### src/rtl/no_itk_param.sv
// Gene-regulatory-network node keeping a slow (divided) and a fast copy of its
// multi-valued state, with change counters and a sticky slow/fast coincidence flag.
module no_itk_param #(
  parameter int WIDTH = 1,
  parameter int DIV_W = 4,
  parameter int CNT_W = 16
) (
  input  logic             clk,
  input  logic             rst,
  input  logic             reset_nos,
  input  logic [WIDTH-1:0] init_state,
  input  logic [DIV_W-1:0] div,
  input  logic             start_s0,
  input  logic             start_s1,
  input  logic [WIDTH-1:0] next_s0,
  input  logic [WIDTH-1:0] next_s1,
  output logic [WIDTH-1:0] s0,
  output logic [WIDTH-1:0] s1,
  output logic [WIDTH-1:0] itk_s0,
  output logic [WIDTH-1:0] itk_s1,
  output logic [CNT_W-1:0] chg_s0,
  output logic [CNT_W-1:0] chg_s1,
  output logic             match,
  output logic             cycle_found
);

  localparam logic [CNT_W-1:0] CNT_MAX = '1;
  localparam logic [DIV_W-1:0] DIV_ONE = DIV_W'(1);
  localparam logic [CNT_W-1:0] CNT_ONE = CNT_W'(1);

  logic [WIDTH-1:0] r_s0;
  logic [WIDTH-1:0] r_s1;
  logic [DIV_W-1:0] r_div_q;
  logic [DIV_W-1:0] r_phase;
  logic [CNT_W-1:0] r_chg_s0;
  logic [CNT_W-1:0] r_chg_s1;
  logic             r_stepped;
  logic             r_cycle_found;

  logic             w_match;
  logic [DIV_W-1:0] w_div_eff;

  assign w_match   = (r_s0 == r_s1);
  // A zero divider would stall the slow copy forever, so it behaves as 1.
  assign w_div_eff = (div == '0) ? DIV_ONE : div;

  always_ff @(posedge clk) begin
    if (rst) begin
      r_s0          <= '0;
      r_s1          <= '0;
      r_div_q       <= DIV_ONE;
      r_phase       <= '0;
      r_chg_s0      <= '0;
      r_chg_s1      <= '0;
      r_stepped     <= 1'b0;
      r_cycle_found <= 1'b0;
    end else if (reset_nos) begin
      r_s0          <= init_state;
      r_s1          <= init_state;
      r_div_q       <= w_div_eff;
      r_phase       <= '0;
      r_chg_s0      <= '0;
      r_chg_s1      <= '0;
      r_stepped     <= 1'b0;
      r_cycle_found <= 1'b0;
    end else begin
      // Both copies start equal, so a match only counts once the hare has moved.
      if (r_stepped && w_match) begin
        r_cycle_found <= 1'b1;
      end

      if (start_s0) begin
        if (r_phase == '0) begin
          r_s0    <= next_s0;
          r_phase <= r_div_q - DIV_ONE;
          if ((next_s0 != r_s0) && (r_chg_s0 != CNT_MAX)) begin
            r_chg_s0 <= r_chg_s0 + CNT_ONE;
          end
        end else begin
          r_phase <= r_phase - DIV_ONE;
        end
      end

      if (start_s1) begin
        r_s1      <= next_s1;
        r_stepped <= 1'b1;
        if ((next_s1 != r_s1) && (r_chg_s1 != CNT_MAX)) begin
          r_chg_s1 <= r_chg_s1 + CNT_ONE;
        end
      end
    end
  end

  assign s0          = r_s0;
  assign s1          = r_s1;
  assign itk_s0      = r_s0;
  assign itk_s1      = r_s1;
  assign chg_s0      = r_chg_s0;
  assign chg_s1      = r_chg_s1;
  assign match       = w_match;
  assign cycle_found = r_cycle_found;

endmodule
### config.mk
export PLATFORM = sky130hd
export DESIGN_NAME = no_itk_param
export DESIGN_NICKNAME = d
export VERILOG_FILES = /design/src/rtl/no_itk_param.sv
export SDC_FILE = /design/constraint.sdc
export NUM_CORES = 1
export LEC_CHECK = 0
export CAP_MARGIN = 20
export CORE_MARGIN = 2
export CORE_UTILIZATION = 45
export CTS_CLUSTER_SIZE = 40
export DETAILED_ROUTE_END_ITERATION = 10
export PLACE_DENSITY = 0.71
export REMOVE_ABC_BUFFERS = 1
export SYNTH_ARGS = -nofsm -noshare
export SYNTH_HDL_FRONTEND = slang
export SYNTH_SLANG_ARGS = --single-unit
### constraint.sdc
create_clock -name clk -period 2.2 [get_ports clk]
set_input_delay 0.33 -clock clk [delete_from_list [all_inputs] [get_ports clk]]
set_output_delay 0.33 -clock clk [all_outputs]
set_load 0.005 [all_outputs]
Yosys cells after proc, flatten, opt, wreduce, memory -nomap -nowiden
Index checks and enable logic that the tools add are counted.
Widths: inputs -> output; s select.
{ "totals": {"elab_cells": 36, "out_inout_bits": 38, "ram_bits": 0, "register_bits": 44, "n_memories": 0, "rom_bits": 0, "latch_bits": 0, "in_bits": 12} }
{ "classes": {"n_shift": 0, "n_reduce_logical": 12, "magnitude_cmp": 0, "n_mux": 7, "n_eq_ne": 5, "n_mul": 0, "n_addsub": 4, "div": 0, "bitwise_logic": 0} }
{ "op_table": {"columns": ["op", "count"], "rows": [
  ["$add 16x1->16 const B", 2],
  ["$ne 16x16->1 const B", 2],
  ["$logic_not 4->1", 2],
  ["$mux 4", 2],
  ["$sub 4x1->4 const B", 2],
  ["$reduce_bool 2->1", 3],
  ["$mux 1", 5],
  ["$reduce_and 2->1", 2],
  ["$logic_and 1x1->1", 3],
  ["$reduce_and 3->1", 1],
  ["$ne 1x1->1", 2],
  ["$reduce_or 2->1", 1],
  ["$eq 1x1->1", 1]
]} }

Depth between registers and ports, before layout
Gate-level depths: netlist (run 1).
{ "depth": {"word_depth": 4, "mapped_depth": 6, "depth_no_buf": 6} }

Worst setup path before layout (run 1)
OpenSTA, ideal clock, no wires.
{ "synth_timing": {"path_type": "reg2reg", "from": "register r_chg_s1[0], in the netlist chg_s1[0]", "to": "register r_chg_s1[3], in the netlist chg_s1[3]", "t_required_ps": 2128, "n_path_buf": 0, "arrival_time_ps": 1646, "setup_ps": 72, "setup_slack_ps": 483, "period_less_slack_ps": 1717, "stages_incl_launch_ff": 7, "path_cell_list": "dfxtp_1 -> ha_1 -> nand3_2 -> nor4_4 -> a21oi_2 -> nand4_1 -> mux2i_1"} }
{ "synth_between": {"elab_chain_len": 3, "word_cells_on_any_way": 4, "cone_classes": "add/sub (1); eq/ne (1); reduce/logical (2)"} }
{ "synth_rtl": {"columns": ["element", "line", "rtl"], "rows": [
  ["from (decl)", "36", "logic [CNT_W-1:0] r_chg_s1;"],
  ["from (signal assigned)", "88", "r_chg_s1 <= r_chg_s1 + CNT_ONE;"],
  ["parallel branches: the longest is 3 deep, another holds $add 16x1->16", null, null]
]} }
Several ways; the timed one is not identified.
A chain may end at the register's enable or synchronous reset.

Worst setup path in the final report (run 1)
{ "layout_timing": {"from": "register r_chg_s0[0], in the netlist chg_s0[0]", "to": "register r_chg_s0[3], in the netlist chg_s0[3]"} }
{ "layout_between": {"elab_chain_len": 3, "word_cells_on_any_way": 4, "cone_classes": "add/sub (1); eq/ne (1); reduce/logical (2)"} }
{ "layout_rtl": {"columns": ["element", "line", "rtl"], "rows": [
  ["from (decl)", "35", "logic [CNT_W-1:0] r_chg_s0;"],
  ["from (signal assigned)", "77", "r_chg_s0 <= r_chg_s0 + CNT_ONE;"],
  ["parallel branches: the longest is 3 deep, another holds $add 16x1->16", null, null]
]} }
Several ways; the timed one is not identified.

==> summary.md, run 1 <==
| Metric | Value |
|---|---|
| Outcome | complete, no violations |
| Gp weighted congestion | 0.793 |
| Yosys top cell area share | between 30% and 40% |
| Rows | 25 |
| Layout cells sized above 1 | 13.9% |
| Ports | 50 |
| Cell Int Power | 1.11 mW |
| First-pass GRT wire length | 7860 µm |
| Power share of the clock group | 32.3% |
| Final setup violation count | 0 |
| Area of the multi-input gates | 0.00132 mm² |
| Routed len/inst | approximately 13 µm |
| Cell taking the most area after synthesis | dfxtp_1 |
| Routed wire length | ~4700 µm |
| Final Max Slew Viols | 0 |
| Layout Utilization | 61.4% |
| Asr flop ratio synth | 0% |
| Area overhead of the layout relative to synthesis | 29.1% |
| Fin crit period | around 1.8 ns |
| Via density per instance | 5.38 |
| Vias in the first global route | 1770 |
| Sw power | approximately 0.35 mW |
| Worst-case clock skew | 0.00705 ns |
| TritonRoute pass-1 iters | 5 |
| Core ar. | 0.00479 mm² |
| Pwr Density | around 500 mW/mm² |
| Worst path slowest cell | dfxtp_1 |
| Iter 0 DRT Violations | just over 100 |
| Setup Fix Bufs, Post-CTS | 0 |
| FF+latch area | 881 µm² |
| CP Class | reg2reg |
| Sink Count | 44 |
| Finished Layout Cells | 370 |
| Skew-Pair Late Insertion Delay | 0.29 ns |
| HPWL Detailed | 3540 µm |
| GRT Util Overall | 17.7% |
| Hold WS | 0.491 ns |
| Critical-path cell list | ha_1 -> and2_1 -> nand4_2 -> o2111ai_1 -> xor2_1 -> nor2_1 |
| Critical path launch point type | flip-flop |
| Ranking of synthesized cells by area | dfxtp_1 39%, nor2_1 5.9%, xnor2_1 5.0% |
| Initial antenna violation count | 0 |
| Initial core utilization | 47.6% |
| Grt total ovfl | 0 |
| Post-cts sizing count | 0 |
| Antenna viol nets, final | 0 |
| Placed instance area | 0.00286 mm² |
| Peak supply drop | 0.440 mV |
| Die X | 75.1 µm |
| Final nets | 318 |
| Clock Root Buffer | clkbuf_8 |
| Logic gate share of total power | 11.2% |
| Avg Inst Size Synth | slightly above 9 µm² |
| Fill cells | 431 |
| Crit-path max FO | 6 |
| Largest net degree at the start of global routing | 31 |
| RSZ-0062 raised after global routing | false |
| Sequential share of power | 56.6% |
| Sw Share | 23.8% |
| Mapped Cells | 249 |
| Fin area | 0.00294 mm² |
| Critical Path AT | 1.96 ns |
| Worst endpoint required time | around 2.4 ns |
| Cts bufs inserted | 5 |
| Dpl ws | 0.205 ns |
| Post-synthesis sequential area ratio | 38.7% |
| Slowest stage delay, CP | 0.39 ns |
| Max_slew headroom | 75.3% |
| Vias | ~2k |
| Clk slew on worst S/H paths | 0.08 ns |
| Yosys reg bits | 44 |
| TritonCTS clock tree | done |
| DRC violations left | 0 |
| CTS Hold Buffers Added | 0 |
| Die ar. | 0.00565 mm² |
| Max Buffers Root-to-Sink | 2 |
| Yosys warnings | 0 |
| Worst-Margin Slew | 0.366 ns |
| H-tree Lvls | 2 |
| Fmax | 559 MHz |
| Pwr Total | 1.46 mW |
| Post-Syn Area | 0.00228 mm² |
| Worst min path class | reg2reg |
| Setup TNS | 0 ns |
| Final Hold Fails | 0 |
| Cell with the most instances after synthesis | dfxtp_1 |
| # diodes | 0 |
| Critical Path Sink Type | flip-flop |
| Placed cells | 363 |
| IO Port Bufs | 49 |
| Unique cell type count in the Yosys netlist | between 50 and 60 |
| LEAKAGE | 1.04 nW |
| Post-synth EDFFs | 0 |
| Max Cap Viol | 0 |
| Final worst path period share | 81.3% |
| Most instantiated cells after synthesis | 44 x dfxtp_1, 36 x nor2_1, 17 x nand2_1 |
| Top FF cell, synth | dfxtp_1 |
| Height of the die | ~75 µm |
| Setup WS post-layout | 0.412 ns |
-- sequential cells by signal (all words and copies together), names as in the netlist --
name	cells
chg_s0	16
chg_s1	16
r_div_q	4
r_phase	4
cycle_found	1
itk_s0	1
itk_s1	1
r_stepped	1
-- critical path, delay by kind of cell, from the launching register on --
| kind | cells | cell delay (ns) |
|---|---|---|
| xor gates and xnor gates | 1 | 0.17 |
| AOI/OAI and AO/OA | 1 | 0.30 |
| and+or+nand+nor | 3 | 0.47 |
| adders and majority gates | 1 | 0.34 |
| DFF | 1 | 0.39 |
-- power by group through the flow --
| stage | sequential (mW) | clock [mW] | combinational [mW] |
|---|---|---|---|
| 4_1_cts | 0.826 | 0.490 | 0.165 |
| 6_report | 0.826 | 0.471 | 0.163 |
| 3_5_place_dp | 0.844 | 0 | 0.164 |
| 2_1_floorplan | 0.843 | 0 | 0.0843 |
| 5_1_grt | 0.828 | 0.512 | 0.181 |
| 3_3_place_gp | 0.844 | 0 | 0.162 |
-- layout by cell type, fill, tap and decap left out, types with 2 or more instances in the layout --
master and instances:
a2111oi_2 2, a211oi_1 2, a211oi_2 2, a21oi_1 9
a31o_1 2, a31oi_1 4, and2_1 3, and3_1 4
and4_1 3, buf_4 9, clkbuf_8 5, clkdlybuf4s50_1 49
dfxtp_1 44, ha_1 3, inv_1 5, mux2_2 2
mux2i_1 7, nand2_1 17, nand2_2 2, nand3_1 10
nand4_1 9, nor2_1 36, nor3_1 7, nor4b_1 2
nor4b_2 2, o2111ai_1 2, o211ai_1 2, o21a_1 4
o21ai_0 5, or2_2 2, or3_1 4, xnor2_1 13
xor2_1 9
-- final timing paths --
kind | start | depth (start not counted) | slack (ns) | end
max | chg_s0[0] | 6 | 0.41 | chg_s0[3]
min | r_stepped | 2 | 0.49 | r_stepped
max reg2reg | chg_s0[0] | 6 | 0.41 | chg_s0[3]
min reg2reg | r_stepped | 2 | 0.49 | r_stepped
-- routing by layer --
| layer | vias up | track usage [%] | routed length, µm |
|---|---|---|---|
| li1 | 1003 | - | - |
| met1 | 933 | 24.4 | 2320 |
| met2 | 50 | 28.1 | 2150 |
| met3 | 5 | 2.95 | 217 |
| met4 | 0 | 6.43 | 59 |
| met5 | - | 0 | 0 |
-- area by class of cell --
| class | instances | area share (%) |
|---|---|---|
| Sequential cell | 44 | 30.0 |
| Inverter | 5 | 0.639 |
| Tap cell | 67 | 2.85 |
| Clock buffer | 6 | 2.47 |
| Timing Repair Buffer | 58 | 19.0 |
| Multi-Input combinational cell | 189 | 44.9 |
| Clock inverter | 1 | 0.170 |
-- cells by family after synthesis --
logic type / after synthesis / share of synthesized area [%]
XOR/XNOR: 23 / 9.18
adder cells (fa/ha/maj): 3 / 1.65
AO/OA/AOI/OAI: 40 / 13.8
flip-flops: 44 / 38.7
multiplexers: 9 / 4.07
AND/OR/NAND/NOR: 114 / 29.2
buffers and inverters: 16 / 3.35
(Power assumes the default switching activity.)
==> run 2, diff against run 1 <==
- clock period: 2.2 -> 1.81 ns (I/O delays scaled with it)
==> run 2 against run 1 <==
  * Routed wire length up 7.0%
  * Die area stayed put
  * Global-route usage grew 1.8 points
  * Critical path depth decreased by 4
  * Worst setup slack got worse by 0.31 ns
  * Worst hold slack got worse by 0.0090 ns
  * Total power is 27% higher
  * Register-to-register slack got worse by 0.25 ns
  * First-iteration DRC count increased by 7.9%
  * Flip-flop and latch count unchanged
==> summary.md, run 2 (synthesis results as in run 1) <==
| Metric | Value |
|---|---|
| Final Hold Fails | 0 (unchanged) |
| Final setup violation count | 0 (unchanged) |
| Finished Layout Cells | 400 (+8.1%) |
| Critical Path AT | 1.44 ns (-0.52 ns) |
| Pwr Total | 1.85 mW (+27%) |
| Pwr Density | 583 mW/mm² (+17%) |
| Placed cells | 391 (+7.7%) |
| Die ar. | 0.00565 mm² (unchanged) |
| Antenna viol nets, final | 0 (unchanged) |
| Fin area | 0.00317 mm² (+7.9%) |
| Fill cells | 416 (-3.5%) |
| Dpl ws | -0.120 ns (-0.325 ns) |
| Cts bufs inserted | 5 (unchanged) |
| DRC violations left | 0 (unchanged) |
| RSZ-0062 raised after global routing | false |
| Routed wire length | 5080 µm (+7.0%) |
| Worst-case clock skew | 0.00279 ns (-0.00426 ns) |
| Final Max Slew Viols | 0 (unchanged) |
| Initial antenna violation count | 0 (unchanged) |
| Layout cells sized above 1 | 21.6% (+7.8 points) |
| IO Port Bufs | 49 (unchanged) |
| H-tree Lvls | 2 (unchanged) |
| Ports | 50 (unchanged) |
| Critical path launch point type | flip-flop |
| TritonRoute pass-1 iters | 4 (-1) |
| Vias in the first global route | 1920 (+8.5%) |
| HPWL Detailed | 3780 µm (+6.8%) |
| Die X | 75.1 µm (unchanged) |
| Highest-count cells in the layout ignoring fill and taps | 49 x clkdlybuf4s50_1, 43 x dfxtp_1, 38 x buf_4 |
| Via density per instance | 5.18 (-3.8%) |
| Placed instance area | 0.00307 mm² (+7.3%) |
| Outcome | complete, no violations |
| Setup TNS | 0 ns (unchanged) |
| Sink Count | 44 (unchanged) |
| Max Cap Viol | 0 (unchanged) |
| Final worst path period share | 94.5% |
| Height of the die | 75.1 µm (unchanged) |
| Largest net degree at the start of global routing | 31 (unchanged) |
| LEAKAGE | 1.20 nW (+15%) |
| # diodes | 0 (unchanged) |
| Grt total ovfl | 0 (unchanged) |
| CP Class | reg2out |
| Commonest non-fill, non-tap cell in the layout | clkdlybuf4s50_1 |
| Iter 0 DRT Violations | 109 (+7.9%) |
| Setup WS post-layout | 0.100 ns (-0.312 ns) |
| Crit-path max FO | 5 (-1) |
| Rows | 25 (unchanged) |
| Clk slew on worst S/H paths | 0.08 ns (about the same) |
| Worst min path class | reg2reg |
| CTS Hold Buffers Added | 0 (unchanged) |
| Skew-Pair Late Insertion Delay | 0.29 ns (about the same) |
| Critical Path Sink Type | output pin |
| Worst r2r path cells | 6 (unchanged) |
| Worst endpoint required time | 1.54 ns (-0.83 ns) |
| Max_slew headroom | 74.1% (-1.1 points) |
| Fmax | 585 MHz |
| Clock Root Buffer | clkbuf_8 |
| Max Buffers Root-to-Sink | 2 (unchanged) |
| Final nets | 347 (+9.1%) |
| GRT Util Overall | 19.5% (+1.8 points) |
| Gp weighted congestion | 0.814 (+2.6%) |
| Initial core utilization | 47.6% (unchanged) |
| Peak supply drop | 0.475 mV (+7.9%) |
| First-pass GRT wire length | 8560 µm (+8.9%) |
| TritonCTS clock tree | done |
| Area overhead of the layout relative to synthesis | 39.2% |
| Worst-Margin Slew | 0.385 ns (+0.0190 ns) |
| Fin crit period | 1.71 ns |
| Vias | 2071 (+4.0%) |
| Worst Hold Depth | 2 (unchanged) |
| Routed len/inst | 12.7 µm (-0.98%) |
| Core ar. | 0.00479 mm² (unchanged) |
-- run 2: power by group --
| part | internal (mW) | leakage (nW) | switching (mW) |
|---|---|---|---|
| clock network | 0.312 | 0.0455 | 0.321 |
| registers | 0.985 | 0.357 | 0.0190 |
| logic | 0.115 | 0.797 | 0.0964 |
| total | 1.41 | 1.20 | 0.437 |
-- run 2: critical path, stage by stage, from the launching register on --
cell	delay, ns
dfxtp_1	0.43
xnor2_1	0.18
clkdlybuf4s50_1	0.54
-- run 2: per-stage QoR --
| stage | hold slack, ns | utilization [%] |
|---|---|---|
| after global placement | 0.455 | 64.2 |
| after floorplan | 0.344 | - |
| after CTS | 0.488 | 66.1 |
| after global routing | 0.537 | 66.2 |
| final | 0.482 | 66.2 |
| after detailed placement | 0.462 | 64.2 |
-- run 2: final cells by class --
class	instances	area (µm²)	area share, %
multi-input cells	189	1320	41.6
flip-flops and latches	44	882	27.8
repair buffers	87	776	24.5
clock buffers	8	90.1	2.84
well taps	67	83.8	2.64
inverters	5	18.8	0.592
-- run 2: layer usage --
layer  wire length, µm  global-route usage, %  vias to the layer above  share of wire [%]
met1              2440                   25.8                      952                 48
met2              2290                   31.8                       49                 45
met4                78                   6.43                        0                1.5
li1                  -                      -                     1063                  -
met5                 0                      0                        -                  0
met3               264                   4.28                        7                5.2
-- run 2: path summary, 6_finish.rpt --
check,endpoint,from,slack [ns]
setup / recovery,match,itk_s0,0.1
hold / removal,r_stepped,r_stepped,0.48
setup reg to reg,chg_s0[2],chg_s0[14],0.16
hold reg to reg,r_stepped,r_stepped,0.48
-- run 2: what timing repair did --
item,CTS,global route
setup buffers,0,1
endpoints found under the setup margin,0,8
resized for setup,0,1
endpoints found under the hold margin,0,0
==> run 3, diff against run 2 <==
- CORE_UTILIZATION: 45 -> 50
- PLACE_DENSITY: 0.71 -> 0.78
- SETUP_SLACK_MARGIN: unset -> 0.4
==> run 3 against run 2 <==
  * Worst setup slack improved by 0.073 ns
  * Non-clock buffer count rose by 38
  * Routed wire length rose by 74%
  * First-iteration DRC count rose by 140%
  * Cell count is 5.8% higher
  * Critical path depth grew 5
  * Total power increased by 5.3%
  * Sequential share of layout area down 3.1 points
  * Count of clock-buffer cells in the layout is the same
  * Flip-flop and latch count stayed put
  * Final area rose by 24%
  * Critical path type is now reg2reg
==> summary.md, run 3 (synthesis results as in run 1) <==
| Metric | Value |
|---|---|
| Peak supply drop | 0.450 mV (-5.3%) |
| Routed wire length | 8820 µm (+74%) |
| Commonest non-fill, non-tap cell in the layout | buf_4 |
| Max Cap Viol | 0 (unchanged) |
| Layout cells sized above 1 | 50.1% (+29 points) |
| Setup TNS | 0 ns (unchanged) |
| Fin crit period | 1.64 ns (-0.0734 ns) |
| Sink Count | 44 (unchanged) |
| # diodes | 0 (unchanged) |
| Hold_sp | start_s0 |
| Vias | 2602 (+26%) |
| Pwr Density | 496 mW/mm² (-15%) |
| TritonCTS clock tree | done |
| DRC violations left | 0 (unchanged) |
| HPWL Detailed | 3730 µm (-1.4%) |
| CP Class | reg2reg |
| Worst-Margin Slew | 0.405 ns (+0.0199 ns) |
| Initial antenna violation count | 0 (unchanged) |
| Clock Root Buffer | clkbuf_8 |
| Die X | 71.5 µm (-4.9%) |
| Worst r2r path cells | 7 (+1) |
| Worst Hold Depth | 3 (+1) |
| Largest net degree at the start of global routing | 31 (unchanged) |
| Worst-case clock skew | 0.0146 ns (+0.0118 ns) |
| Clk slew on worst S/H paths | 0.10 ns (+0.02 ns) |
| GRT Util Overall | 28.6% (+9.1 points) |
| Grt total ovfl | 0 (unchanged) |
| Worst min path class | in2reg |
| Slowest stage delay, CP | 0.36 ns (-0.18 ns) |
| First-pass GRT wire length | 11500 µm (+35%) |
| Critical Path AT | 1.83 ns (+0.39 ns) |
| Critical R2R Launch | chg_s1[0] |
| Worst endpoint required time | 2.00 ns (+0.46 ns) |
| Final setup violation count | 0 (unchanged) |
| Pwr Total | 1.95 mW (+5.3%) |
| Critical path launch point type | flip-flop |
| Critical-path cell list | ha_4 -> nand3_4 -> nor4_4 -> buf_6 -> a211oi_4 -> a21oi_1 -> a31o_1 |
| Vias in the first global route | 2387 (+24%) |
| Max_slew headroom | 73.0% (-1.1 points) |
| Reg-to-reg endpoint | chg_s1[8] |
| Via density per instance | 6.15 (+19%) |
| Fmax | 611 MHz (+4.5%) |
| Outcome | complete, no violations |
| Gp weighted congestion | 0.822 (+0.95%) |
| Hold Crit Endpoint | r_phase[1] |
| Area overhead of the layout relative to synthesis | 72.3% |
| Height of the die | 71.5 µm (-4.9%) |
| Antenna viol nets, final | 0 (unchanged) |
| Flop2flop setup slack | 0.17 ns (about the same) |
| H-tree Lvls | 2 (unchanged) |
| Final Max Slew Viols | 0 (unchanged) |
| TritonRoute pass-1 iters | 5 (+1) |
| Final worst path period share | 90.4% (-4.1 points) |
| RSZ-0062 raised after global routing | true |
| Skew-Pair Late Insertion Delay | 0.31 ns (+0.02 ns) |
| Layout Utilization | 89.5% (+23 points) |
| Fin area | 0.00392 mm² (+24%) |
| Final Hold Fails | 0 (unchanged) |
| Crit-path max FO | 5 (unchanged) |
| Initial core utilization | 51.9% (+4.4 points) |
| Setup WS post-layout | 0.173 ns (+0.0734 ns) |
| IO Port Bufs | 49 (unchanged) |
| Cts bufs inserted | 5 (unchanged) |
| Routed len/inst | 20.8 µm (+64%) |
| Worst path slowest cell | dfxtp_2 |
| Highest-count cells in the layout ignoring fill and taps | 58 x buf_4, 36 x dlygate4sd2_1, 34 x nor2_1 |
| Placed instance area | 0.00296 mm² (-3.8%) |
| Critical Path Sink Type | flip-flop |
| Final nets | 385 (+11%) |
| Dpl ws | -0.141 ns (-0.0209 ns) |
| Ports | 50 (unchanged) |
| Core ar. | 0.00438 mm² (-8.4%) |
| Max Buffers Root-to-Sink | 2 (unchanged) |
| Die ar. | 0.00511 mm² (-9.5%) |
| Iter 0 DRT Violations | 264 (+140%) |
| LEAKAGE | 1.76 nW (+47%) |
| Rows | 24 (-4.0%) |
## run 3: cell count changes in the layout (fill, tap and decap cells not counted), sizes merged
cell           before  now
dlymetal6s2s        0    5
buf                38   77
clkdlybuf4s50      49    7
dlygate4sd2         0   36
## run 3: through the flow
step | cells | hold WS [ns]
floorplan | 238 | 0.344
global placement | 363 | 0.458
detailed placement | 363 | 0.465
CTS | 399 | 0.428
global route | 423 | 0.457
finish | 423 | 0.428
## run 3: cell type report
| cell class | instances | area [µm²] |
|---|---|---|
| fillers | 178 | 460 |
| multi-input cells | 189 | 1670 |
| flip-flops and latches | 44 | 968 |
| repair buffers | 125 | 1110 |
| inverters | 5 | 18.8 |
| well taps | 52 | 65.1 |
| clock buffers | 8 | 90.1 |
## run 3: worst max-delay path by stage
stage,start,end,slack (ns),cells past startpoint
floorplan,chg_s1[0],chg_s1[3],0.09,6
global placement,next_s1,chg_s1[13],-0.09,6
detailed placement,next_s1,chg_s1[11],-0.14,6
CTS,chg_s1[1],chg_s1[5],0.32,7
global route,chg_s1[10],chg_s1[3],0.17,6
finish,chg_s1[0],chg_s1[8],0.17,7
## run 3: what timing repair did
item / CTS / global route
pin swaps: 36 / 43
hold buffers: 0 / 0
endpoints found under the setup margin: 73 / 42
gates resized for setup: 134 / 49
gates cloned: 1 / 0
setup buffers: 27 / 24
## run 3: report_power, final
part           internal [mW]  total, mW  leakage, nW  switching, mW
logic                  0.145      0.289         1.34          0.144
registers              0.965      0.990        0.379         0.0251
clock network          0.312      0.667       0.0455          0.355
total                   1.42       1.95         1.76          0.523
## run 3: layer usage
layer / vias up / GRT usage, % / share of wire, %
met5: - / 0 / 0
met4: 0 / 11.7 / 3.6
met3: 34 / 4.78 / 6.9
met2: 160 / 49.3 / 51
met1: 1269 / 35.5 / 39
li1: 1139 / - / -
## run 3: critical path: cells and delay by family (launching register included)
| kind | cells | cell delay [ns] |
|---|---|---|
| AOI/OAI and AO/OA | 3 | 0.64 |
| adders and majority gates | 1 | 0.18 |
| buffers and inverters | 1 | 0.16 |
| DFF | 1 | 0.36 |
| and+or+nand+nor | 2 | 0.18 |
